--- config.mk ---
export PLATFORM = sky130hd
export DESIGN_NAME = freq_scan_ctrl
export DESIGN_NICKNAME = d
export VERILOG_FILES = /design/src/rtl/freq_scan_ctrl.sv
export SDC_FILE = /design/constraint.sdc
export NUM_CORES = 1
export LEC_CHECK = 0
export BUFFER_PORTS_ARGS = -buffer_cell sky130_fd_sc_hd__buf_2
export CORE_MARGIN = 4
export CORE_UTILIZATION = 60
export CTS_BUF_LIST = sky130_fd_sc_hd__clkbuf_8
export DETAILED_ROUTE_END_ITERATION = 12
export GPL_ROUTABILITY_DRIVEN = 0
export PLACE_DENSITY = 0.79
export RECOVER_POWER = 25
export SLEW_MARGIN = 20
export SYNTH_ARGS = -nofsm -noshare
export SYNTH_HDL_FRONTEND = slang
export SYNTH_SLANG_ARGS = --single-unit
--- constraint.sdc ---
create_clock -name clk -period 8.2 [get_ports clk]
set_input_delay 1.64 -clock clk [delete_from_list [all_inputs] [get_ports clk]]
set_output_delay 1.64 -clock clk [all_outputs]
set_load 0.02 [all_outputs]
--- src/rtl/freq_scan_ctrl.sv ---
// freq_scan_ctrl: time-shares one frequency counter across NUM_CH clocks.
// Optional FREQ_SCAN_LIMIT_EN adds LO/HI limit compare and ALARM bits.
module freq_scan_ctrl #(
  parameter int NUM_CH         = 4,
  parameter int SETTLE_CYCLES  = 16,
  parameter int TIMEOUT_CYCLES = 100000
) (
  input  logic        clk,
  input  logic        reset_n,
  input  logic [3:0]  csr_address,
  input  logic        csr_read,
  input  logic        csr_write,
  input  logic [31:0] csr_writedata,
  output logic [31:0] csr_readdata,
  output logic [2:0]  clk_sel,
  output logic        meas_start,
  input  logic        meas_done,
  input  logic [31:0] meas_count,
  output logic        irq
);

  typedef enum logic [2:0] {
    S_IDLE, S_SELECT, S_SETTLE, S_START, S_WAIT, S_NEXT
  } state_e;

  state_e            state_q, state_d;
  logic [2:0]        ch_q, ch_d;
  logic [2:0]        sel_q, sel_d;
  logic [31:0]       cnt_q, cnt_d;
  logic              start_q;
  logic [15:0]       pass_q, pass_d;
  logic              run_q, one_q, ien_q;
  logic [NUM_CH-1:0] mask_q, tmo_q, alarm;
  logic [NUM_CH-1:0] tmo_set, tmo_clr, ch_oh;
  logic [31:0]       res_q [NUM_CH];
  logic [31:0]       rd_d, rd_q;
  logic              res_we, one_clr;
  logic [31:0]       res_val;
  logic [3:0]        nx;
  logic              end_pass;

  function automatic logic [2:0] lowest(input logic [NUM_CH-1:0] m);
    lowest = '0;
    for (int i = NUM_CH - 1; i >= 0; i--)
      if (m[i]) lowest = 3'(i);
  endfunction

  // {found, index} of the lowest enabled channel strictly above c
  function automatic logic [3:0] above(
    input logic [NUM_CH-1:0] m,
    input logic [2:0]        c
  );
    above = '0;
    for (int i = NUM_CH - 1; i >= 0; i--)
      if (m[i] && i > int'(c)) above = {1'b1, 3'(i)};
  endfunction

  assign ch_oh    = NUM_CH'(1) << ch_q;
  assign nx       = above(mask_q, ch_q);
  assign end_pass = ~nx[3];

  always_comb begin
    state_d = state_q;
    ch_d    = ch_q;
    sel_d   = sel_q;
    cnt_d   = cnt_q;
    pass_d  = pass_q;
    res_we  = 1'b0;
    res_val = '0;
    tmo_set = '0;
    one_clr = 1'b0;
    unique case (state_q)
      S_IDLE: begin
        if ((run_q | one_q) && (|mask_q)) begin
          ch_d    = lowest(mask_q);
          state_d = S_SELECT;
        end
      end
      S_SELECT: begin
        sel_d   = ch_q;
        cnt_d   = 32'(SETTLE_CYCLES);
        state_d = S_SETTLE;
      end
      S_SETTLE: begin
        if (cnt_q == '0) state_d = S_START;
        else             cnt_d   = cnt_q - 32'd1;
      end
      S_START: begin
        cnt_d   = 32'(TIMEOUT_CYCLES - 1);
        state_d = S_WAIT;
      end
      S_WAIT: begin
        if (meas_done) begin
          res_we  = 1'b1;
          res_val = meas_count;
          state_d = S_NEXT;
        end else if (cnt_q == '0) begin
          res_we  = 1'b1;
          tmo_set = ch_oh;
          state_d = S_NEXT;
        end else begin
          cnt_d = cnt_q - 32'd1;
        end
      end
      S_NEXT: begin
        if (end_pass) pass_d = pass_q + 16'd1;
        one_clr = end_pass & one_q;
        if ((!run_q && !one_q) || one_clr || mask_q == '0) begin
          state_d = S_IDLE;
        end else begin
          ch_d    = end_pass ? lowest(mask_q) : nx[2:0];
          state_d = S_SELECT;
        end
      end
      default: state_d = S_IDLE;
    endcase
  end

  assign tmo_clr = (csr_write && csr_address == 4'd3)
                 ? csr_writedata[NUM_CH-1:0] : '0;

`ifdef FREQ_SCAN_LIMIT_EN
  logic [31:0]       lo_q, hi_q;
  logic [NUM_CH-1:0] alarm_q, al_clr, al_set;
  logic              hit;

  assign hit    = (meas_count < lo_q) | (meas_count > hi_q);
  assign al_set = (state_q == S_WAIT && meas_done && hit) ? ch_oh : '0;
  assign al_clr = (csr_write && csr_address == 4'd4)
                ? csr_writedata[NUM_CH-1:0] : '0;

  always_ff @(posedge clk or negedge reset_n) begin
    if (!reset_n) begin
      lo_q    <= '0;
      hi_q    <= '0;
      alarm_q <= '0;
    end else begin
      if (csr_write && csr_address == 4'd5) lo_q <= csr_writedata;
      if (csr_write && csr_address == 4'd6) hi_q <= csr_writedata;
      alarm_q <= (alarm_q & ~al_clr) | al_set;
    end
  end

  assign alarm = alarm_q;
`else
  assign alarm = '0;
`endif

  always_comb begin
    rd_d = '0;
    case (csr_address)
      4'd0: rd_d = {29'd0, ien_q, one_q, run_q};
      4'd1: rd_d = {pass_q, 5'd0, ch_q, 7'd0, state_q != S_IDLE};
      4'd2: rd_d = 32'(mask_q);
      4'd3: rd_d = 32'(tmo_q);
      4'd4: rd_d = 32'(alarm);
`ifdef FREQ_SCAN_LIMIT_EN
      4'd5: rd_d = lo_q;
      4'd6: rd_d = hi_q;
`endif
      default: ;
    endcase
    for (int i = 0; i < NUM_CH; i++)
      if (csr_address == 4'(8 + i)) rd_d = res_q[i];
  end

  always_ff @(posedge clk or negedge reset_n) begin
    if (!reset_n) begin
      state_q <= S_IDLE;
      ch_q    <= '0;
      sel_q   <= '0;
      cnt_q   <= '0;
      start_q <= 1'b0;
      pass_q  <= '0;
      run_q   <= 1'b0;
      one_q   <= 1'b0;
      ien_q   <= 1'b0;
      mask_q  <= '1;
      tmo_q   <= '0;
      rd_q    <= '0;
      for (int i = 0; i < NUM_CH; i++) res_q[i] <= '0;
    end else begin
      state_q <= state_d;
      ch_q    <= ch_d;
      sel_q   <= sel_d;
      cnt_q   <= cnt_d;
      start_q <= (state_d == S_START);
      pass_q  <= pass_d;
      if (csr_read) rd_q <= rd_d;
      if (csr_write && csr_address == 4'd0) begin
        run_q <= csr_writedata[0];
        one_q <= csr_writedata[1];
        ien_q <= csr_writedata[2];
      end else if (one_clr) begin
        one_q <= 1'b0;
      end
      if (csr_write && csr_address == 4'd2)
        mask_q <= csr_writedata[NUM_CH-1:0];
      tmo_q <= (tmo_q & ~tmo_clr) | tmo_set;
      for (int i = 0; i < NUM_CH; i++)
        if (res_we && ch_q == 3'(i)) res_q[i] <= res_val;
    end
  end

  assign csr_readdata = rd_q;
  assign clk_sel      = sel_q;
  assign meas_start   = start_q;
  assign irq          = ien_q & ((|tmo_q) | (|alarm));

endmodule
==> impl_metrics.csv <==
group,metric,value,unit
layout,num-nets-final,1104,
global_routing,grt_use_total,26.9,%
layout,n_fill_cell,1303,
setup_path,rr_worst_depth,5,
synth,synth_area,10600,µm²
layout,area_growth,10.6,%
worst_hold_path,min_to,"pass_q[15]",
sta,fmax,0.255,GHz
sta,drv_slew,0,
synth,synthAdderAreaFrac,0.235,%
floorplanning,io_pins,110,
synth,synth-seq-area-share,53.5,%
sta,setup_viol,0,
synth,synthSimpleGateAreaFrac,12.6,%
floorplanning,rows,48,
floorplanning,initial_core_util,61.3,%
clocking,htree_levels,2,
power_and_ir_drop,p_leak,0.00520,µW
routing,drt.antenna.violating_nets,0,
routing,dr.pass1.iters,6,
clocking,cts_setup_buffers,0,
clocking,cts.reportedPaths.clkPinSlew,60,ps
global_routing,grt_max_degree,106,
sta,skew,25.4,ps
clocking,cts_hold_buf,0,
setup_path,rr_startpoint,"cnt_q[6]",
sta,finalCritPeriodShare,47.8,%
worst_hold_path,min_from,"pass_q[15]",
synth,ys.flop_type,"dfrtp_1",
layout,seqCellArea,5690,µm²
clocking,clkSinkCount,227,
setup_path,ff2ff_setup_slack,4790,ps
worst_hold_path,worst_hold_path.num_cells,1,
clocking,cts_tree,"yes",
synth,ys_seq_elements,227,
synth,synth.avg_cell_area,10.9,µm²
sta,rsz0062_at_grt,"no",
global_routing,grt_pass1_vias,8352,
synth,yosys-top-cells-area,"dfrtp_1 (52%), o2bb2ai_1 (10%), nand2_1 (2.4%), mux2_2 (2.3%), nor2_1 (2.2%)",
layout,fin_cells,1279,
synth,yosysWarnings,0,
place,place.port_buffers,80,
floorplanning,die_h,141,µm
synth,synthCells,971,
synth,ys_types,70,
setup_path,arrival,4320,ps
sta,worstMarginPinSlew,1080,ps
floorplanning,core,17400,µm²
sta,hold_viol_final,0,
worst_hold_path,hold_path.class,"reg2reg",
routing,wire_per_inst,20.9,µm
routing,viasPerCell,6.52,
setup_path,start_kind,"input pin",
sta,fin_crit,3920,ps
setup_path,path_class,"in2reg",
synth,synthArstFlopShare,100,%
synth,synth_edf_count,0,
setup_path,crit_required,8610,ps
place,dp_hpwl,15500,µm
routing,num_vias,8339,
synth,yosys.area.top_type,"dfrtp_1",
synth,syn-num-nets,1046,
routing,routed_wl,26700,µm
floorplanning,die_x,141,µm
global_routing,grt_pass1_wl,43800,µm
status,status,"completed",
power_and_ir_drop,vdd_drop_max,0.000248,V
synth,synth_xor_area_share,1.89,%
clocking,cts_max_path_buffers,3,
sta,finalSetupTns,0,ps
setup_path,timing.rr.end,"res_q[92]",
setup_path,path_max_fanout,35,
layout,multi_input_area,4520,µm²
synth,synth_compound_area_share,23.4,%
place,dp_cells,1214,
power_and_ir_drop,power_density,336,nW/µm²
clocking,postCtsResizedCells,0,
setup_path,critPathCaptureType,"flop",
clocking,cts_root_buffer,"clkbuf_8",
synth,synth_top_family_by_area,"compound AO/OA/AOI/OAI gates",
routing,initialDrtViolationCount,803,
floorplanning,die_area,19900,µm²
global_routing,overflow,0,
layout,diodes,0,
clocking,numCtsBuffers,38,
synth,netlist.area_leader.share,52.5,%
routing,drc_errors,0,
layout,drive_gt1_share,18.5,%
global_routing,antenna_found_initial,0,
flow_run,drv_cap,0,
synth,synthMuxAreaShare,4.21,%
clocking,worstSkewPairLatency,540,ps
sta,slew_headroom,27.7,%
==> cell usage after synthesis (all sizes together) (4+ instances only) <==
cell and number:
or3 5, o21a 4, nor4 11, a21oi 47, xnor2 14, a221oi 13, buf 20, nand2b 10
a211oi 17, or2 7, inv 18, o31ai 5, dfrtp 223, xor2 9, o21bai 5, nand3 14
a31o 5, o2111ai 4, dfstp 4, a31oi 7, a222oi 14, clkbuf 54, o2bb2ai 128, nand2 70
a2111oi 4, mux2i 20, nor4b 4, o21ai 44, or4 9, nor2 63, nand4 7, nor2b 21
mux2 22, nor3 23
==> report_power, final <==
group | internal [µW] | leakage [µW] | switching [µW]
sequential | 1510 | 0.00295 | 291
clock | 490 | 0.000424 | 451
combinational | 532 | 0.00183 | 676
total | 2530 | 0.00520 | 1420
==> sequential cells by signal, indices dropped and copies added (netlist names) <==
signal and count:
ien_q 1, run_q 1, state_q 3, cnt_q 32
tmo_q 4, ch_q 2, one_q 1, meas_start 1
mask_q 4, clk_sel 2, pass_q 16, res_q 128
csr_readdata 32
==> worst max-delay path, cell delays in order <==
cell,delay (ps)
buf_2,370
nor4b_1,850
o2111ai_1,510
a31oi_1,580
a21oi_1,130
a31o_2,230
==> worst max path at each step <==
stage                 to      start  slack, ps  cells after the start
2_1_floorplan  cnt_q[19]  meas_done       4550                      6
5_1_grt        cnt_q[30]  meas_done       4020                      6
4_1_cts        cnt_q[20]  meas_done       4350                      6
6_report       cnt_q[20]  meas_done       4280                      6
3_3_place_gp   cnt_q[20]  meas_done       3910                      6
3_5_place_dp   cnt_q[20]  meas_done       3810                      6
==> through the flow <==
step / util, % / instance area, µm² / setup slack (ps) / hold WS, ps / total power, µW
after global routing: 67.8 / 11800 / 4020 / 494 / 4190
after detailed placement: 63.7 / 11100 / 3810 / 455 / 3000
after floorplan: - / 10600 / 4550 / 441 / 2700
after global placement: 63.7 / 11100 / 3910 / 461 / 2940
final: 67.8 / 11800 / 4280 / 472 / 3950
after CTS: 67.8 / 11800 / 4350 / 472 / 3950
==> layer usage <==
metal	part of all wire, %	vias up	GRT usage, %	wire length (µm)
met2	49	353	43.8	13000
met5	0	-	0	0
met4	2.8	0	10.5	738
met1	42	4124	36.2	11100
met3	6.9	68	4.99	1830
li1	-	3794	-	-
==> area by class of cell <==
type | instances | area share (%)
flip-flops and latches | 227 | 48.3
multi-input cells | 652 | 38.5
clock buffers | 44 | 5.15
repair buffers | 92 | 4.26
well taps | 225 | 2.39
clock inverters | 21 | 0.809
inverters | 18 | 0.575
==> cells by family (layout without fill, tap and decap cells) <==
kind of cell / after synthesis / count (layout)
buf+inv: 92 / 175
simple gates: 263 / 263
mux: 42 / 42
xor+xnor: 23 / 23
other cells: 1 / 1
compound gates: 321 / 321
fa+ha+maj: 2 / 2
flops: 227 / 227
==> placed cells by master, fill, tap and decap left out, types with 7 or more instances in the layout <==
master	Yosys	final
a211oi_1	17	17
a21oi_1	47	47
a221oi_1	13	13
a222oi_1	14	14
a31oi_1	7	7
buf_2	1	79
buf_4	1	12
clkbuf_8	0	44
dfrtp_1	223	223
inv_1	18	34
mux2_2	22	22
mux2i_1	20	20
nand2_1	69	69
nand2b_1	10	10
nand3_1	14	14
nand4_1	7	7
nor2_1	63	63
nor2b_1	21	21
nor3_1	23	22
nor4_1	10	10
o21ai_0	43	43
o2bb2ai_1	127	127
or2_2	7	7
or4_1	9	9
xnor2_1	14	14
xor2_1	9	9
Power figures use the tool's default switching activity.
